**config.mk**
```make
export PLATFORM = sky130hd
export DESIGN_NAME = spi_cmd_decoder_flat
export DESIGN_NICKNAME = d
export VERILOG_FILES = /design/src/rtl/spi_cmd_decoder_pkg.sv /design/src/rtl/spi_cmd_decoder_if.sv /design/src/rtl/spi_cmd_decoder_timer.sv /design/src/rtl/spi_cmd_decoder.sv /design/src/flat_wrapper.sv
export SDC_FILE = /design/constraint.sdc
export NUM_CORES = 1
export LEC_CHECK = 0
export ABC_AREA = 1
export CORE_MARGIN = 2
export CORE_UTILIZATION = 58
export CTS_CLUSTER_DIAMETER = 200
export DETAILED_ROUTE_END_ITERATION = 10
export DONT_BUFFER_PORTS = 1
export GPL_TIMING_DRIVEN = 0
export PLACE_DENSITY_LB_ADDON = 0.05
export REMOVE_ABC_BUFFERS = 1
export SLEW_MARGIN = 20
export SYNTH_ARGS = -nofsm -noshare
export SYNTH_HDL_FRONTEND = slang
export SYNTH_SLANG_ARGS = --single-unit
```
**constraint.sdc**
```tcl
create_clock -name clk_sys -period 1.9 [get_ports clk_sys]
set_input_delay 0.095 -clock clk_sys [delete_from_list [all_inputs] [get_ports clk_sys]]
set_output_delay 0.095 -clock clk_sys [all_outputs]
set_load 0.05 [all_outputs]
```
**src/rtl/spi_cmd_decoder_pkg.sv**
```systemverilog
// spi_pkg: shared state encoding, command-byte layout and helpers for the
// SPI command decoder (spi_cmd_decoder, spi_frame_timer, spi_cmd_decoder_if).
// No ports; constants and types only.
package spi_pkg;

  typedef enum logic [1:0] {IDLE, WRITE, READ, DISCARD} cmd_state_t;

  // Command byte = {rw, addr}; rw=1 selects a read burst.
  localparam int CMD_RW_BIT = 7;
  localparam int DEF_DATA_W = 8;

  // Saturating 16-bit increment used by the optional error counter.
  function automatic logic [15:0] sat_inc16(input logic [15:0] v);
    return (v == 16'hFFFF) ? v : v + 16'd1;
  endfunction

endpackage

```
**src/rtl/spi_cmd_decoder_if.sv**
```systemverilog
// spi_cmd_decoder_if: byte input, register-file port and tx/status outputs of
// the SPI command decoder. master = decoder side, slave = receive stage plus
// register file. err_cnt exists only when SPI_CMD_ERR_CNT_EN is defined.
interface spi_cmd_decoder_if #(
  parameter int ADDR_W = 7,
  parameter int DATA_W = 8
);
  logic [DATA_W-1:0] byte_data;
  logic              byte_valid;
  logic              wr_en;
  logic [ADDR_W-1:0] wr_addr;
  logic [DATA_W-1:0] wr_data;
  logic              rd_en;
  logic [ADDR_W-1:0] rd_addr;
  logic [DATA_W-1:0] rd_data;
  logic [DATA_W-1:0] tx_byte;
  logic              tx_valid;
  logic              frame_err;

`ifdef SPI_CMD_ERR_CNT_EN
  logic [15:0]       err_cnt;

  modport master (
    input  byte_data, byte_valid, rd_data,
    output wr_en, wr_addr, wr_data, rd_en, rd_addr, tx_byte, tx_valid,
           frame_err, err_cnt
  );
  modport slave (
    output byte_data, byte_valid, rd_data,
    input  wr_en, wr_addr, wr_data, rd_en, rd_addr, tx_byte, tx_valid,
           frame_err, err_cnt
  );
`else
  modport master (
    input  byte_data, byte_valid, rd_data,
    output wr_en, wr_addr, wr_data, rd_en, rd_addr, tx_byte, tx_valid,
           frame_err
  );
  modport slave (
    output byte_data, byte_valid, rd_data,
    input  wr_en, wr_addr, wr_data, rd_en, rd_addr, tx_byte, tx_valid,
           frame_err
  );
`endif

endinterface

```
**src/rtl/spi_cmd_decoder_timer.sv**
```systemverilog
// spi_frame_timer: idle timer that ends a frame after TIMEOUT_CYCLES quiet cycles.
// Ports: clk_sys, rst (async, active-high), run (count enable), restart (reload
// to 0, wins over expiry), expired (pulse in the cycle the count hits the limit).
module spi_frame_timer #(
  parameter int TIMEOUT_CYCLES = 1024
) (
  input  logic clk_sys,
  input  logic rst,
  input  logic run,
  input  logic restart,
  output logic expired
);

  localparam int CW = (TIMEOUT_CYCLES > 1) ? $clog2(TIMEOUT_CYCLES) : 1;
  localparam logic [CW-1:0] LAST = CW'(TIMEOUT_CYCLES - 1);

  logic [CW-1:0] cnt;

  always_ff @(posedge clk_sys or posedge rst) begin
    if (rst) begin
      cnt <= '0;
    end else if (!run || restart) begin
      cnt <= '0;
    end else if (cnt != LAST) begin
      cnt <= cnt + 1'b1;
    end
  end

  // The owner leaves the running state on expiry, which drops run and clears
  // the count, so this is a single-cycle pulse. A restart masks it.
  assign expired = run && !restart && (cnt == LAST);

endmodule

```
**src/rtl/spi_cmd_decoder.sv**
```systemverilog
// spi_cmd_decoder: parses received bytes into {rw,addr} command + data burst with
// auto-incrementing address; drives register write/read strobes and returns
// read data as tx_byte/tx_valid. Frames end on idle timeout (no chip-select).
// Ports: clk_sys, rst (async, active-high), bus (spi_cmd_decoder_if.master).
// Optional: SPI_CMD_ERR_CNT_EN adds a saturating 16-bit err_cnt output.
module spi_cmd_decoder
  import spi_pkg::*;
#(
  parameter int ADDR_W         = 7,
  parameter int DATA_W         = DEF_DATA_W,
  parameter int TIMEOUT_CYCLES = 1024,
  parameter int MAX_BURST      = 16
) (
  input logic               clk_sys,
  input logic               rst,
  spi_cmd_decoder_if.master bus
);

  localparam int BW = $clog2(MAX_BURST + 1);
  localparam logic [BW-1:0] BURST_FULL = BW'(MAX_BURST);

  cmd_state_t        state;
  logic              valid_q;
  logic              evt;
  logic              expired;
  logic [ADDR_W-1:0] addr_q;
  logic [BW-1:0]     burst_cnt;

  logic              wr_en_q;
  logic [ADDR_W-1:0] wr_addr_q;
  logic [DATA_W-1:0] wr_data_q;
  logic              rd_en_q;
  logic [ADDR_W-1:0] rd_addr_q;
  logic [DATA_W-1:0] tx_byte_q;
  logic              tx_valid_q;
  logic              frame_err_q;

  // byte_valid is a level that may be held for many cycles; only its rising
  // edge counts as a received byte.
  assign evt = bus.byte_valid & ~valid_q;

  spi_frame_timer #(.TIMEOUT_CYCLES(TIMEOUT_CYCLES)) u_timer (
    .clk_sys (clk_sys),
    .rst     (rst),
    .run     (state != IDLE),
    .restart (evt),
    .expired (expired)
  );

`ifdef SPI_CMD_ERR_CNT_EN
  logic [15:0] err_cnt_q;
  assign bus.err_cnt = err_cnt_q;
`endif

  always_ff @(posedge clk_sys or posedge rst) begin
    if (rst) begin
      state       <= IDLE;
      valid_q     <= 1'b0;
      addr_q      <= '0;
      burst_cnt   <= '0;
      wr_en_q     <= 1'b0;
      wr_addr_q   <= '0;
      wr_data_q   <= '0;
      rd_en_q     <= 1'b0;
      rd_addr_q   <= '0;
      tx_byte_q   <= '0;
      tx_valid_q  <= 1'b0;
      frame_err_q <= 1'b0;
`ifdef SPI_CMD_ERR_CNT_EN
      err_cnt_q   <= '0;
`endif
    end else begin
      valid_q    <= bus.byte_valid;
      wr_en_q    <= 1'b0;
      rd_en_q    <= 1'b0;
      // rd_data is combinational from the register file while rd_en is high,
      // so it is captured on the edge that ends the rd_en cycle.
      tx_valid_q <= rd_en_q;
      if (rd_en_q) tx_byte_q <= bus.rd_data;

      case (state)
        IDLE: begin
          if (evt) begin
            addr_q      <= bus.byte_data[ADDR_W-1:0];
            state       <= bus.byte_data[CMD_RW_BIT] ? READ : WRITE;
            frame_err_q <= 1'b0;
            burst_cnt   <= '0;
          end
        end
        WRITE, READ: begin
          if (evt) begin
            if (burst_cnt == BURST_FULL) begin
              state       <= DISCARD;
              frame_err_q <= 1'b1;
`ifdef SPI_CMD_ERR_CNT_EN
              err_cnt_q   <= sat_inc16(err_cnt_q);
`endif
            end else begin
              // Never exceeds BURST_FULL: the overflow byte diverts to DISCARD.
              burst_cnt <= burst_cnt + 1'b1;
              addr_q    <= addr_q + 1'b1;
              if (state == WRITE) begin
                wr_en_q   <= 1'b1;
                wr_addr_q <= addr_q;
                wr_data_q <= bus.byte_data;
              end else begin
                rd_en_q   <= 1'b1;
                rd_addr_q <= addr_q;
              end
            end
          end else if (expired) begin
            state <= IDLE;
`ifdef SPI_CMD_ERR_CNT_EN
            if (burst_cnt == '0) err_cnt_q <= sat_inc16(err_cnt_q);
`endif
          end
        end
        DISCARD: begin
          if (expired) state <= IDLE;
        end
        default: state <= IDLE;
      endcase
    end
  end

  assign bus.wr_en     = wr_en_q;
  assign bus.wr_addr   = wr_addr_q;
  assign bus.wr_data   = wr_data_q;
  assign bus.rd_en     = rd_en_q;
  assign bus.rd_addr   = rd_addr_q;
  assign bus.tx_byte   = tx_byte_q;
  assign bus.tx_valid  = tx_valid_q;
  assign bus.frame_err = frame_err_q;

endmodule

```
**src/flat_wrapper.sv**
```systemverilog
// flat-port wrapper written by rule: the top's interface ports become plain ports
module spi_cmd_decoder_flat import spi_pkg::*;
#(
  parameter int ADDR_W         = 7,
  parameter int DATA_W         = DEF_DATA_W,
  parameter int TIMEOUT_CYCLES = 1024,
  parameter int MAX_BURST      = 16
)
  (clk_sys, rst, bus_byte_data, bus_byte_valid, bus_rd_data, bus_wr_en, bus_wr_addr, bus_wr_data, bus_rd_en, bus_rd_addr, bus_tx_byte, bus_tx_valid, bus_frame_err);
  spi_cmd_decoder_if #(.ADDR_W(ADDR_W), .DATA_W(DATA_W)) bus_i ();
  input logic clk_sys;
  input logic rst;
  input wire logic [$bits(bus_i.byte_data)-1:0] bus_byte_data;
  input wire logic [$bits(bus_i.byte_valid)-1:0] bus_byte_valid;
  input wire logic [$bits(bus_i.rd_data)-1:0] bus_rd_data;
  output wire logic [$bits(bus_i.wr_en)-1:0] bus_wr_en;
  output wire logic [$bits(bus_i.wr_addr)-1:0] bus_wr_addr;
  output wire logic [$bits(bus_i.wr_data)-1:0] bus_wr_data;
  output wire logic [$bits(bus_i.rd_en)-1:0] bus_rd_en;
  output wire logic [$bits(bus_i.rd_addr)-1:0] bus_rd_addr;
  output wire logic [$bits(bus_i.tx_byte)-1:0] bus_tx_byte;
  output wire logic [$bits(bus_i.tx_valid)-1:0] bus_tx_valid;
  output wire logic [$bits(bus_i.frame_err)-1:0] bus_frame_err;
  assign bus_i.byte_data = bus_byte_data;
  assign bus_i.byte_valid = bus_byte_valid;
  assign bus_i.rd_data = bus_rd_data;
  assign bus_wr_en = bus_i.wr_en;
  assign bus_wr_addr = bus_i.wr_addr;
  assign bus_wr_data = bus_i.wr_data;
  assign bus_rd_en = bus_i.rd_en;
  assign bus_rd_addr = bus_i.rd_addr;
  assign bus_tx_byte = bus_i.tx_byte;
  assign bus_tx_valid = bus_i.tx_valid;
  assign bus_frame_err = bus_i.frame_err;
  spi_cmd_decoder #(.ADDR_W(ADDR_W), .DATA_W(DATA_W), .TIMEOUT_CYCLES(TIMEOUT_CYCLES), .MAX_BURST(MAX_BURST)) u_core (.clk_sys(clk_sys), .rst(rst), .bus(bus_i));
endmodule
```
# Yosys cells after proc, flatten, opt, wreduce, memory -nomap -nowiden
# Index checks and enable logic that the tools add are counted.
# W data, S select, Z words.
# op_classes
n_addsub,3
eq_ne,11
n_mux,28
bitwise_logic,4
n_reduce_logical,15
# op_table
cell,count
$mux W7,3
$mux W10,2
$reduce_and A4 Y1,4
$mux W5,3
$pmux W7 S2,1
$mux W1,11
$add A10 B1 Y10 const B,1
$eq A10 B10 Y1 const B,1
$mux W2,5
$ne A10 B10 Y1 const B,1
$pmux W5 S2,1
$add A7 B1 Y7 const B,1
$ne A2 B2 Y1 const B,3
$pmux W2 S3,1
$reduce_bool A2 Y1,3
$add A5 B1 Y5 const B,1
$eq A5 B5 Y1 const B,1
$eq A2 B2 Y1 const B,2
$ne A3 B2 Y1 const B,1
$not A1 Y1,3
$eq A2 B1 Y1 const B,1
$logic_and A1 B1 Y1,2
$logic_not A1 Y1,2
$logic_not A2 Y1,1
6 further kinds,6
# totals
reg_bits,59
inputBits,19
out_inout_bits,34
elab_cells,74

# Logic depth before layout (Yosys ltp)
# depth
word_depth,8
ltp_mapped,9
depth_no_buf,9

# Modules after synthesis
# From an unflattened synthesis, not the netlist that was laid out.
# hier_totals
cells_unflattened,342
hier_area_um2,3055.4
# by_module_without_submodules
mod,n_inst,cells_each,area_per_inst_um2,seq_area_each_um2
spi_cmd_decoder,1,260,2422.3,1226.2
spi_frame_timer,1,82,633.1,250.2

# Worst setup path before layout
# Ideal clock, no wire load.
# synth_path
path_kind,flip-flop to flip-flop
start,register u_core.state[1]
end,"register u_core.rd_addr_q[1], in the netlist u_core.bus.rd_addr[1]"
setup_time_ps,119
arrival_time_ps,1514
t_required_ps,1781
path_slack_ps,267
path_stages_with_launch,10
synth_period_minus_slack_ps,1633
cell_sequence,dfrtp_1 -> inv_1 -> ha_1 -> inv_2 -> nor2_4 -> nand2_4 -> nor2_4 -> buf_4 -> nand2_1 -> o21a_1
# synth_via
elab_chain_len,3
elab_cells_between_ends,5
# synth_lines
element,line,rtl
"start, declared",spi_cmd_decoder.sv:22,cmd_state_t state;
"start signal, assigned",spi_cmd_decoder.sv:85,state <= bus.byte_data[CMD_RW_BIT] ? READ : WRITE;
$eq A2 B2 Y1 or $eq A2 B1 Y1 (tied branches),"spi_cmd_decoder.sv:81, spi_cmd_decoder.sv:102",
$reduce_or A2 Y1 or $not A1 Y1 (tied branches),--,
$reduce_and A4 Y1 (no line) *,--,
"end signal, assigned",spi_cmd_decoder.sv:108,rd_addr_q <= addr_q;
"end, declared",spi_cmd_decoder.sv:33,logic [ADDR_W-1:0] rd_addr_q;
# Every way passes the cells marked *; elsewhere a longest branch is shown, timed or not.
# A chain may end at the register's enable or synchronous reset.

# Worst setup path in the final report
# layout_path
start,register u_core.state[1]
end,"register u_core.wr_data_q[1], in the netlist u_core.bus.wr_data[1]"
# layout_via
elab_chain_len,3
elab_cells_between_ends,4
# layout_lines
element,line,rtl
$eq A2 B2 Y1 or $eq A2 B1 Y1 (tied branches),"spi_cmd_decoder.sv:81, spi_cmd_decoder.sv:102",
$reduce_or A2 Y1,spi_cmd_decoder.sv:81,case (state)
$reduce_and A4 Y1 (no line) *,--,
"end signal, assigned",spi_cmd_decoder.sv:105,wr_data_q <= bus.byte_data;
"end, declared",spi_cmd_decoder.sv:31,logic [DATA_W-1:0] wr_data_q;
# Marked as above.

==> results.cfg <==
[global_route]
antenna_found_initial = 0
track_usage = 0.249
gr-total-overflow = 0
grt_max_degree = 42
grt_pass1_vias = 2108
grt_pass1_wl_um = 9870

[detailed_routing]
drt_iter0_drc = 123
routed-via-count = 2116
drcViolationCount = 0
wire_per_inst_um = 15.6
vias_per_cell = 5.47
firstDrtPassIters = 4
drt_wl_total_um = 6030
postRouteAntennaNets = 0

[synth]
yosysTopAreaCell = dfrtp_1
async_flop_share = 1.00
syn_area_sq_mm = 0.00275
synthesis.instances = 299
synthFlopType = dfrtp_1
yosysUniqueCellTypes = 33
synth_area_leaders = dfrtp_1, nand2_1, o21ai_0, inv_1, ha_1
synth_top_area_share = 0.537
avgSynthCellArea_sq_um = 9.19
seq_area_frac_synth = 0.537
synth.yosys.warnings = 0
ys_ff_latch = 59
synth-edff-count = 0

[floorplan]
io_pins = 53
placementRows = 25
dieHeight_um = 72.8
start_util = 0.594
core-area_sq_mm = 0.00463
dieArea_sq_mm = 0.00530
fp.dieW_um = 72.8

[power_and_ir_drop]
p_sw_mw = 3.22
cellPowerDensity_mw_per_mm2 = 1880
clkPwrFrac = 0.169
p_leak_nw = 1.56
power_frac_seq = 0.540
ir_drop_mv = 0.969
intPower_mw = 2.92
swShare = 0.524
comb_power_share = 0.291

[sta]
rsz0062_at_grt = no
hold_viol_final = 3
setup-violations-final = 0
maxSlewHeadroom = 0.485
tightestPinTransition_ns = 0.772
final.setup.tns_ns = 0
fmaxAchievable_ghz = 0.559
fin_crit_ns = 1.79
fin_skew_ns = 0.00717
slew_violations = 0
finalCritPeriodShare = 0.941
holdWs_ns = -0.0141

[placement]
dp_hpwl_um = 3510
dpl.cell_count = 344
place.gp.congestion = 0.804
io_buffer_count = 0
place_area_sq_mm = 0.00278

[final_layout]
design_area_sq_mm = 0.00327
fin_cells = 387
layout-drive-gt1-share = 0.153
areaGrowthSynthToFinish_pct = 18.9
mostFrequentLayoutCell = nand2_1
mostFrequentLayoutCells = nand2_1, dfrtp_1, o21ai_0
finalNetCount = 355
antenna_cells = 0

[critical_path]
cp_max_fo = 14
path_cells = inv_2, ha_4, inv_4, nor2_4, nand2_8, nor2_4, a21oi_1
critical_path_required_ns = 2.12
crit_arrival_ns = 2.01
r2r_slack_ns = 0.11
crit_family = simple AND/OR/NAND/NOR gates
cpPeakStageDelay_ns = 0.43
r2r-start = u_core.state[1]$_DFFE_PP0P_
cpMaxStageDelayCell = dfrtp_1
cp-endpoint = u_core.bus.wr_data[1]$_DFFE_PP0P_
cp-start-kind = register
rr_worst_depth = 7
cp-end-kind = register
r2r-end = u_core.bus.wr_data[1]$_DFFE_PP0P_
crit_path_start = u_core.state[1]$_DFFE_PP0P_
cp_common_cell = nor2_4
path_class = reg -> reg
cp_num_buf_inv = 2
cp_num_cells = 7

[clock_tree]
cts_tree = yes
worstSkewPairLatency_ns = 0.35
cts_buffers = 9
ctsRootBufferMaster = clkbuf_8
path_clk_slew_ns = 0.07
htree_levels = 3
cts_buffer_depth = 2
clock_sinks = 59

[min_path]
worstHoldPathType = in -> reg

[job]
drv_cap = 0

[outcome]
status = finished, violations left
violations = negative hold slack
-- state kept, by name (all words and copies together), names as in the netlist --
| signal | flops |
|---|---|
| u_core.bus.rd_en | 1 |
| u_core.burst_cnt | 5 |
| u_core.valid_q | 1 |
| u_core.state | 2 |
| u_core.bus.tx_byte | 8 |
| u_core.bus.wr_addr | 7 |
| u_core.bus.wr_en | 1 |
| u_core.bus.rd_addr | 7 |
| u_core.u_timer.cnt | 10 |
| u_core.bus.wr_data | 8 |
| u_core.addr_q | 7 |
| u_core.bus.tx_valid | 1 |
| u_core.bus.frame_err | 1 |
-- worst min-delay path, delay by kind of cell --
kind,cells,cell delay (ns)
AOI/OAI and AO/OA,2,0.14
and+or+nand+nor,1,0.06
-- cell type report --
| cell class | instances | area, sq um |
|---|---|---|
| Sequential cell | 59 | 1480 |
| Clock buffer | 9 | 124 |
| Multi-Input combinational cell | 200 | 1150 |
| Inverter | 31 | 124 |
| Clock inverter | 7 | 53.8 |
| Tap cell | 54 | 67.6 |
| Fill cell | 355 | 1360 |
| Timing Repair Buffer | 27 | 273 |
-- per-layer routing --
metal | up-vias | track usage | part of all wire | wire (um)
met5 | - | 0 | 0 | 0
met4 | 0 | 0.0802 | 0.013 | 79
met3 | 6 | 0.0939 | 0.052 | 314
met2 | 43 | 0.420 | 0.49 | 2980
met1 | 1030 | 0.293 | 0.44 | 2660
li1 | 1037 | - | - | -
-- metrics by stage --
step	utilization	total power [mW]	setup slack (ns)
3_3_place_gp	0.596	4.78	-0.469
2_1_floorplan	-	4.43	0.0152
4_1_cts	0.697	6.08	0.0163
3_5_place_dp	0.601	4.83	-0.485
5_1_grt	0.706	6.53	0.0182
6_report	0.706	6.14	0.111
-- timing repair --
| action | CTS | global route |
|---|---|---|
| gates resized for setup | 6 | 3 |
| cloned | 0 | 1 |
| hold buffers | 18 | 0 |
| pin swaps | 3 | 4 |
| hold endpoints to repair | 78 | 0 |
| setup endpoints to repair | 47 | 25 |
| buffers inserted | 6 | 2 |
-- cells in the mapped netlist (3+ instances only) --
cell and number:
inv_1 29, nor2_1 20, mux2_2 8, buf_2 3, xor2_1 3, nand3_1 13
o21a_1 6, dfrtp_1 59, or2_2 3, a21oi_1 17, o21ai_0 28, ha_1 8
nand4_1 3, clkbuf_1 4, nand2_1 70
-- logic make-up (layout without fill, tap and decap cells) --
kind of cell / after synthesis / in the layout / share of synthesized area
AND/OR/NAND/NOR: 118 / 119 / 0.193
flip-flops: 59 / 59 / 0.537
AO/OA/AOI/OAI: 62 / 62 / 0.128
adder cells (fa/ha/maj): 8 / 8 / 0.0364
multiplexers: 8 / 8 / 0.0328
buffers and inverters: 41 / 74 / 0.0628
XOR/XNOR: 3 / 3 / 0.00956
-- power by group through the flow --
stage / logic [mW] / registers [mW] / clock network (mW)
floorplan: 1.22 / 3.21 / 0
global placement: 1.46 / 3.32 / 0
detailed placement: 1.51 / 3.33 / 0
CTS: 1.72 / 3.30 / 1.05
global route: 2.05 / 3.39 / 1.09
finish: 1.79 / 3.31 / 1.04
-- worst min path at each step --
stage	from	to	slack [ns]	depth (start not counted)
after floorplan	bus_byte_valid	u_core.valid_q$_DFF_PP0_	0.13	0
after global placement	bus_byte_valid	u_core.valid_q$_DFF_PP0_	0.13	0
after detailed placement	rst	u_core.bus.tx_byte[2]$_DFFE_PP0P_	-0.07	1
after CTS	bus_byte_data[4]	u_core.addr_q[4]$_DFFE_PP0P_	0.004	2
after global routing	bus_byte_valid	u_core.u_timer.cnt[5]$_DFFE_PP0N_	0.006	3
final	bus_byte_valid	u_core.u_timer.cnt[5]$_DFFE_PP0N_	-0.01	3
Power figures use the tool's default switching activity.
